`src/rtl/user_data_mem.sv`:
```
// User data memory: a small register-file image with two combinational read
// ports, one write port and a sequenced reload that restores the INIT image
// one word per clock. Reset restores the whole image at once.
module user_data_mem #(
  parameter int WIDTH = 8,
  parameter int DEPTH = 16,
  parameter logic [WIDTH*DEPTH-1:0] INIT =
    ((WIDTH*DEPTH)'(3) << WIDTH) | (WIDTH*DEPTH)'(7),
  localparam int AW = (DEPTH > 1) ? $clog2(DEPTH) : 1
) (
  input  logic             clock,
  input  logic             reset,
  input  logic             reload,
  output logic             busy,
  output logic             done,
  input  logic             wr_en,
  input  logic [AW-1:0]    wr_addr,
  input  logic [WIDTH-1:0] wr_data,
  output logic             wr_drop,
  input  logic [AW-1:0]    rd_addr_a,
  input  logic [AW-1:0]    rd_addr_b,
  output logic [WIDTH-1:0] rd_data_a,
  output logic [WIDTH-1:0] rd_data_b
);

  // state | meaning
  // IDLE  | user writes accepted, reload request starts a load
  // LOAD  | one INIT word copied per clock, pointer walks 0..DEPTH-1
  // DONE  | single-cycle completion flag, then back to IDLE
  typedef enum logic [1:0] {
    ST_IDLE = 2'd0,
    ST_LOAD = 2'd1,
    ST_DONE = 2'd2
  } state_e;

  localparam logic [AW-1:0] PTR_LAST = AW'(DEPTH - 1);

  state_e           state_q, state_d;
  logic [AW-1:0]    ptr_q, ptr_d;
  logic             wr_drop_q, wr_drop_d;
  logic [WIDTH-1:0] mem_q [DEPTH];
  logic [WIDTH-1:0] mem_d [DEPTH];

  logic wr_ok;
  logic rd_ok_a;
  logic rd_ok_b;

  // Address range qualification; AW can cover more than DEPTH words.
  always_comb begin
    wr_ok   = int'(wr_addr) < DEPTH;
    rd_ok_a = int'(rd_addr_a) < DEPTH;
    rd_ok_b = int'(rd_addr_b) < DEPTH;
  end

  // Zero-latency read ports; out-of-range addresses read as zero.
  always_comb begin
    rd_data_a = '0;
    rd_data_b = '0;
    if (rd_ok_a) begin
      rd_data_a = mem_q[rd_addr_a];
    end
    if (rd_ok_b) begin
      rd_data_b = mem_q[rd_addr_b];
    end
  end

  // Next-state, pointer, memory update and write-drop decision.
  always_comb begin
    state_d   = state_q;
    ptr_d     = ptr_q;
    mem_d     = mem_q;
    wr_drop_d = 1'b0;
    unique case (state_q)
      ST_IDLE: begin
        // The user write lands first; a simultaneous reload overwrites it later.
        if (wr_en) begin
          if (wr_ok) begin
            mem_d[wr_addr] = wr_data;
          end else begin
            wr_drop_d = 1'b1;
          end
        end
        if (reload) begin
          state_d = ST_LOAD;
          ptr_d   = '0;
        end
      end
      ST_LOAD: begin
        mem_d[ptr_q] = INIT[int'(ptr_q)*WIDTH +: WIDTH];
        wr_drop_d    = wr_en;
        // Pointer parks on the last word rather than wrapping.
        if (ptr_q == PTR_LAST) begin
          state_d = ST_DONE;
        end else begin
          ptr_d = ptr_q + AW'(1);
        end
      end
      ST_DONE: begin
        wr_drop_d = wr_en;
        state_d   = ST_IDLE;
      end
      default: begin
        state_d = ST_IDLE;
      end
    endcase
  end

  // State registers; reset restores the full INIT image without a clock.
  always_ff @(posedge clock or posedge reset) begin
    if (reset) begin
      state_q   <= ST_IDLE;
      ptr_q     <= '0;
      wr_drop_q <= 1'b0;
      for (int i = 0; i < DEPTH; i++) begin
        mem_q[i] <= INIT[i*WIDTH +: WIDTH];
      end
    end else begin
      state_q   <= state_d;
      ptr_q     <= ptr_d;
      wr_drop_q <= wr_drop_d;
      mem_q     <= mem_d;
    end
  end

  assign busy    = (state_q == ST_LOAD);
  assign done    = (state_q == ST_DONE);
  assign wr_drop = wr_drop_q;

endmodule
```
`config.mk`:
```
export PLATFORM = sky130hd
export DESIGN_NAME = user_data_mem
export DESIGN_NICKNAME = d
export VERILOG_FILES = /design/src/rtl/user_data_mem.sv
export SDC_FILE = /design/constraint.sdc
export NUM_CORES = 1
export LEC_CHECK = 0
export BUFFER_PORTS_ARGS = -buffer_cell sky130_fd_sc_hd__buf_4
export CAP_MARGIN = 20
export CORE_MARGIN = 4
export CORE_UTILIZATION = 50
export CTS_BUF_LIST = sky130_fd_sc_hd__clkbuf_8
export CTS_CLUSTER_DIAMETER = 30
export DETAILED_ROUTE_END_ITERATION = 10
export PLACE_DENSITY = 0.81
export SLEW_MARGIN = 20
export SYNTH_ARGS = -nofsm -noshare
export SYNTH_HDL_FRONTEND = slang
export SYNTH_SLANG_ARGS = --single-unit
```
`constraint.sdc`:
```
create_clock -name clock -period 4.8 [get_ports clock]
set_input_delay 0.96 -clock clock [delete_from_list [all_inputs] [get_ports clock]]
set_output_delay 0.96 -clock clock [all_outputs]
set_load 0.03 [all_outputs]
```
==> results of run 1 <==
## metal layers
layer / vias up / share of wire [%] / track usage (%) / wire, um
met5: - / 0 / 0 / 0
met4: 0 / 3.0 / 8.40 / 656
met3: 60 / 8.4 / 5.51 / 1850
met2: 363 / 49 / 41.1 / 10700
met1: 3125 / 40 / 34.8 / 8720
li1: 2451 / - / - / -
## flip-flops by register name (all words and copies together) (netlist names)
register	flops
state_q	2
wr_drop	1
ptr_q	4
mem_q	128
## final timing paths
kind	startpoint	end	slack, ns
setup / recovery	rd_addr_b[0]	rd_data_b[0]	1.13
hold / removal	mem_q[122]	mem_q[122]	0.51
setup reg to reg	state_q[1]	mem_q[98]	2.12
hold reg to reg	mem_q[122]	mem_q[122]	0.51
max in group asynchronous	reset	mem_q[34]	3.39
min in group asynchronous	reset	mem_q[85]	0.65
## worst max-delay path, stage by stage
cell     delay (ns)
buf_4          0.49
mux4_2         0.59
a22oi_1        0.30
nand2_1        0.13
buf_4          0.18
## placed cells by master, fill, tap and decap left out, drive strengths merged, types with 2 or more instances in the layout
master	Yosys	routed
a211oi	11	11
a21o	7	7
a21oi	3	3
a22o	98	98
a22oi	32	32
and2	4	4
and3	13	13
buf	27	44
bufinv	0	3
clkbuf	21	18
clkinv	0	4
clkinvlp	0	2
dfrtp	130	130
dfstp	5	5
ha	7	7
inv	7	12
mux2	19	19
mux2i	2	2
mux4	64	64
nand2	44	44
nand2b	17	17
nand3	7	7
nand4	5	5
nor2	14	14
nor2b	15	15
nor3	8	8
nor4b	2	2
o21ai	23	23
o2bb2ai	10	10
o31ai	3	3
o32ai	2	2
or4b	2	2
## cells by family after synthesis
family / after synthesis / share of synthesized area [%]
AOI/OAI and AO/OA: 192 / 21.6
and+or+nand+nor: 135 / 9.78
DFF: 135 / 43.0
muxes: 85 / 21.3
adders and majority gates: 7 / 1.11
buffers and inverters: 55 / 3.17
## area by class of cell
type | instances | area, um^2 | share of cell area (%)
Timing Repair Buffer | 44 | 343 | 3.95
Inverter | 7 | 31.3 | 0.361
Clock buffer | 18 | 248 | 2.86
Clock inverter | 14 | 171 | 1.98
Sequential cell | 135 | 3380 | 39.0
Tap cell | 211 | 264 | 3.04
Multi-Input combinational cell | 419 | 4230 | 48.8
## where the power goes
part / switching, mW / internal, mW
registers: 0.362 / 1.51
logic: 0.899 / 0.801
clock network: 0.468 / 0.531
total: 1.73 / 2.84
==> out/summary.txt, run 1 <==
Wire length per cell = 25.9 um
Worst slack, placed = 1.14 ns
LEAKAGE = 3.75 nW
Min setup slack post-route = 1.13 ns
Final-layout fill cell count = 1,232
FF-to-FF path depth = 7
Max-cap violations = 0
First-pass GRT wire length = 34,800 um
Initial core utilization = 51.4%
Vias/cell = 7.07
PD cells = 527 nW/um^2
Final Skew = 0.0160 ns
Die span in x = 133 um
Final nets = 655
PnR Total Power = 4.57 mW
Net count after synthesis = 640
Post-Layout Cell Count = 848
Clock latency on the worst-skew pair = 0.46 ns
Setup bufs post-CTS = 0
CP endpoint kind = output port
Slew Viols, Final = 0
Hold Fails Final Rpt = 0
CTS Buffer Depth = 2
CP Class = in -> out
WHS Path Cells = 2
Fin crit period = 3.67 ns
Post-synth ARST share = 100%
Crit-path max FO = 32
Die height = 133 um
Total GRT Usage = 25.5%
YS warnings = 0
Largest net degree at the start of global routing = 84
Initial antenna violation count = 0
Share of cells above drive strength 1 = 27.5%
Synth top area cells = dfrtp_1, mux4_2, a22o_1
Tightest Pin Transition = 1.05 ns
Clock sink count = 135
Initial DRC count = 812
H-tree Lvls = 4
CTS buffer count = 17
Endpoints failing setup = 0
DP HPWL = 15,400 um
CP startpoint kind = primary input
IO Pins = 43
Slew headroom = 30.0%
Reg clk slew, reported paths = 0.07 ns
GPL Wtd Cong = 0.897
Required @ worst endpoint = 3.84 ns
Critical Path AT = 2.71 ns
Number of global-route vias before repair = 6,049
Hold_buf cts = 0
Seq cells post-synth = 135
Synth top cells by count = dfrtp_1, a22o_1, mux4_2
Root Buffer = clkbuf_8
Die area = 17,800 um^2
CTS tree = built
Synth cell types = 45
Largest area contributor in the netlist = dfrtp_1
Primary FF master, synth = dfrtp_1
Final design utilization = 56.7%
Worst VDD drop = 0.000556 V
Min Hold Slack = 0.514 ns
DP Cell Count = 816
Result of the run = completed
Synthesized instance count = 609
Inserted Diodes = 0
Final setup TNS = 0 ns
Syn-to-layout area delta = 10.3%
Number of remaining DRC errors = 0
CTS resizes = 0
Number of buffers added on ports = 42
Post-synthesis sequential area ratio = 43.0%
Post-synth EDFFs = 0
Total wire length = 21,900 um
Post-Syn Area = 7870 um^2
Final ANT Viol Nets = 0
Fin crit share = 76.4%
Worst min path class = reg -> reg
CORE AREA = 15,300 um^2
Cell Area, Placed = 8250 um^2
Fin area = 8680 um^2
Most common cell in the synthesized netlist = dfrtp_1
Average cell area after synthesis = 12.9 um^2
Post-synth top area share = 41.4%
Via count = 5,999
Fmax = 273 MHz
GR Overflow Total = 0
RSZ-0062 raised after global routing = false
Initial DRT Pass Iterations = 6
Core Rows = 45
No activity file was read; power rests on OpenSTA's default activity.
==> inputs of run 2 (changes only) <==
--- a/config.mk
+++ b/config.mk
@@ -5,6 +5,7 @@
 export SDC_FILE = /design/constraint.sdc
 export NUM_CORES = 1
 export LEC_CHECK = 0
+export ABC_AREA = 1
 export BUFFER_PORTS_ARGS = -buffer_cell sky130_fd_sc_hd__buf_4
 export CAP_MARGIN = 20
 export CORE_MARGIN = 4
==> constraint.sdc (replaced) <==
create_clock -name clock -period 3.05 [get_ports clock]
set_input_delay 0.61 -clock clock [delete_from_list [all_inputs] [get_ports clock]]
set_output_delay 0.61 -clock clock [all_outputs]
set_load 0.03 [all_outputs]
==> out/summary.txt, run 2 <==
Result of the run = completed (unchanged)
Int Power = 4.28 mW (was 2.84 mW)
Top reg by flops = mem_q (unchanged)
DP HPWL = 21,300 um (was 15,400 um)
Fmax = 386 MHz
Initial antenna violation count = 0 (unchanged)
Via count = 9,575 (was 5,999)
Synth top cells by count = nand2_1, nand3_1, inv_1 (was dfrtp_1, a22o_1, mux4_2)
Initial DRC count = 1,582 (was 812)
Initial DRT Pass Iterations = 6 (unchanged)
Seq cells post-synth = 135 (unchanged)
Share of cells above drive strength 1 = 8.51% (was 27.5%)
Net count after synthesis = 1,433 (was 640)
CTS buffer count = 17 (unchanged)
First-pass GRT wire length = 48,500 um (was 34,800 um)
Wire length per cell = 18.8 um (was 25.9 um)
Most common cell in the synthesized netlist = nand2_1 (was dfrtp_1)
Final ANT Viol Nets = 0 (unchanged)
Post-Layout Cell Count = 1,635 (was 848)
Worst min path class = in -> async (was reg -> reg)
GR Overflow Total = 0 (unchanged)
Initial core utilization = 51.6% (was 51.4%)
Worst VDD drop = 0.000601 V (was 0.000556 V)
Final setup TNS = 0 ns (unchanged)
IO Pins = 43 (unchanged)
Largest net degree at the start of global routing = 136 (was 84)
Number of remaining DRC errors = 0 (unchanged)
Die height = 142 um (was 133 um)
Synth top area cells = dfrtp_1, nand2_1, nand3_1 (was dfrtp_1, mux4_2, a22o_1)
Gate power share = 45.7% (was 37.2%)
Hold_buf cts = 0 (unchanged)
CTS Buffer Depth = 2 (unchanged)
Total GRT Usage = 30.9% (was 25.5%)
CP endpoint kind = output port (unchanged)
Post-synthesis sequential area ratio = 37.5% (was 43.0%)
Switching Power = 3.94 mW (was 1.73 mW)
Synth cell types = 25 (was 45)
Final Skew = 0.0101 ns (was 0.0160 ns)
Top flop regs = mem_q x128, ptr_q x4, state_q x2 (unchanged)
Fin crit period = 2.59 ns
Number of buffers added on ports = 42 (unchanged)
Max FFs per register = 128 (unchanged)
Fin crit share = 85.0%
Critical Path AT = 1.98 ns (was 2.71 ns)
Required @ worst endpoint = 2.44 ns (was 3.84 ns)
CTS resizes = 0 (unchanged)
Core Rows = 48 (was 45)
Tightest Pin Transition = 0.860 ns (was 1.05 ns)
Post-synth EDFFs = 0 (unchanged)
Clock latency on the worst-skew pair = 0.46 ns (about the same)
CP delay by family, top = buffers and inverters (unchanged)
LEAKAGE = 5.16 nW (was 3.75 nW)
H-tree Lvls = 4 (unchanged)
Inserted Diodes = 0 (unchanged)
Post-synth top area share = 36.1% (was 41.4%)
Crit-path cells = buf_4, buf_4, nand2_1, nand3_1, nand3_1, nand3_1, nand2_1, buf_4 (was buf_4, mux4_2, a22oi_1, nand2_1, buf_4)
Slew Viols, Final = 0 (unchanged)
YS warnings = 0 (unchanged)
Number of global-route vias before repair = 8,802 (was 6,049)
RSZ-0062 raised after global routing = false (unchanged)
PD cells = 837 nW/um^2 (was 527 nW/um^2)
Crit-path max FO = 64 (was 32)
Reg clk slew, reported paths = 0.08 ns (was 0.07 ns)
Critical path's slowest cell = buf_4 (was mux4_2)
Syn-to-layout area delta = 8.81% (was 10.3%)
Die area = 20,300 um^2 (was 17,800 um^2)
Crit path buffers/inverters = 3 (was 2)
Primary FF master, synth = dfrtp_1 (unchanged)
Clock sink count = 135 (unchanged)
Commonest non-fill, non-tap cell in the layout = nand2_1 (was dfrtp_1)
Post-synth ARST share = 100% (unchanged)
Max-cap violations = 0 (unchanged)
CP Class = in -> out (unchanged)
CP startpoint kind = primary input (unchanged)
Final nets = 1,428 (was 655)
Post-Syn Area = 9020 um^2 (was 7870 um^2)
Commonest cells after routing, fill and taps aside = nand2_1, nand3_1, inv_1 (was dfrtp_1, a22o_1, mux4_2)
Hold Fails Final Rpt = 0 (unchanged)
DP Cell Count = 1,603 (was 816)
GPL Wtd Cong = 0.989 (was 0.897)
Average cell area after synthesis = 6.43 um^2 (was 12.9 um^2)
Die span in x = 142 um (was 133 um)
CORE AREA = 17,500 um^2 (was 15,300 um^2)
Synthesized instance count = 1,402 (was 609)
Slowest stage delay, CP = 0.54 ns (was 0.59 ns)
CTS tree = built (unchanged)
Sw frac = 47.9% (was 37.8%)
Slew headroom = 42.5% (was 30.0%)
Endpoints failing setup = 0 (unchanged)
Total wire length = 30,800 um (was 21,900 um)
Setup bufs post-CTS = 0 (unchanged)
Sequential fraction of design power = 36.0% (was 40.9%)
Largest area contributor in the netlist = dfrtp_1 (unchanged)
Clock network fraction of design power = 18.4% (was 21.9%)
Root Buffer = clkbuf_8 (unchanged)
Vias/cell = 5.86 (was 7.07)
run 2: cell count changes after synthesis, sizes merged, moves of 32 or more:
cell and delta:
a22o -98, a22oi -32, inv +166, mux4 -64, nand2 +471, nand3 +281
nand4 +53, o21ai +71
run 2: cell families (layout without fill, tap and decap cells):
kind of cell    Yosys count  count (layout)  share of synthesized area [%]
flops                   135             135                           37.5
fa+ha+maj                 7               7                          0.971
simple gates            906             906                           44.3
compound gates           97              97                           5.44
buf+inv                 257             265                           11.7
run 2: worst paths after layout:
| path | startpoint | endpoint | slack (ns) | depth (start not counted) |
|---|---|---|---|---|
| setup / recovery | rd_addr_b[0] | rd_data_b[2] | 0.46 | 8 |
| hold / removal | reset | ptr_q[1] | 0.33 | 3 |
| setup reg to reg | state_q[0] | mem_q[3] | 0.74 | 10 |
| hold reg to reg | mem_q[120] | mem_q[120] | 0.47 | 2 |
| max in group asynchronous | reset | mem_q[56] | 2.16 | 3 |
| min in group clock | wr_en | wr_drop | 0.35 | 3 |
run 2: layout make-up:
class                           count  area (um^2)
Fill cell                        1687         7660
Multi-Input combinational cell   1010         4580
Sequential cell                   135         3380
Inverter                          173          653
Timing Repair Buffer               60          526
Tap cell                          225          282
Clock buffer                       19          262
Clock inverter                     13          130
run 2: worst reg2reg max path, delay by kind of cell, from the launching register on:
kind                     cells  cell delay [ns]
adder cells (fa/ha/maj)      1             0.20
buffers and inverters        3             0.61
flip-flops                   1             0.40
AND/OR/NAND/NOR              6             1.03
run 2: power groups by stage:
stage                     Clock [mW]  Combinational, mW  Sequential, mW
after floorplan                    0               2.72            2.79
after global placement             0               3.59            2.93
after detailed placement           0               3.64            2.96
after CTS                       1.52               3.67            2.93
after global routing            1.59               4.18            3.02
final                           1.51               3.75            2.96
run 2: per-stage QoR:
stage	cell area (um^2)	setup WS (ns)	total power [mW]	hold slack, ns	util [%]
global route	9810	0.306	8.79	0.352	56.1
floorplan	9020	0.765	5.51	0.442	-
global placement	9420	0.501	6.52	0.453	53.9
CTS	9810	0.475	8.11	0.335	56.1
detailed placement	9420	0.476	6.60	0.459	53.9
finish	9810	0.458	8.22	0.327	56.1
run 2: routing by layer:
layer / routed length [um] / global-route usage, %
met2: 12900 / 43.5
met4: 1810 / 17.0
met1: 12300 / 42.9
met5: 0 / 0
met3: 3830 / 9.07
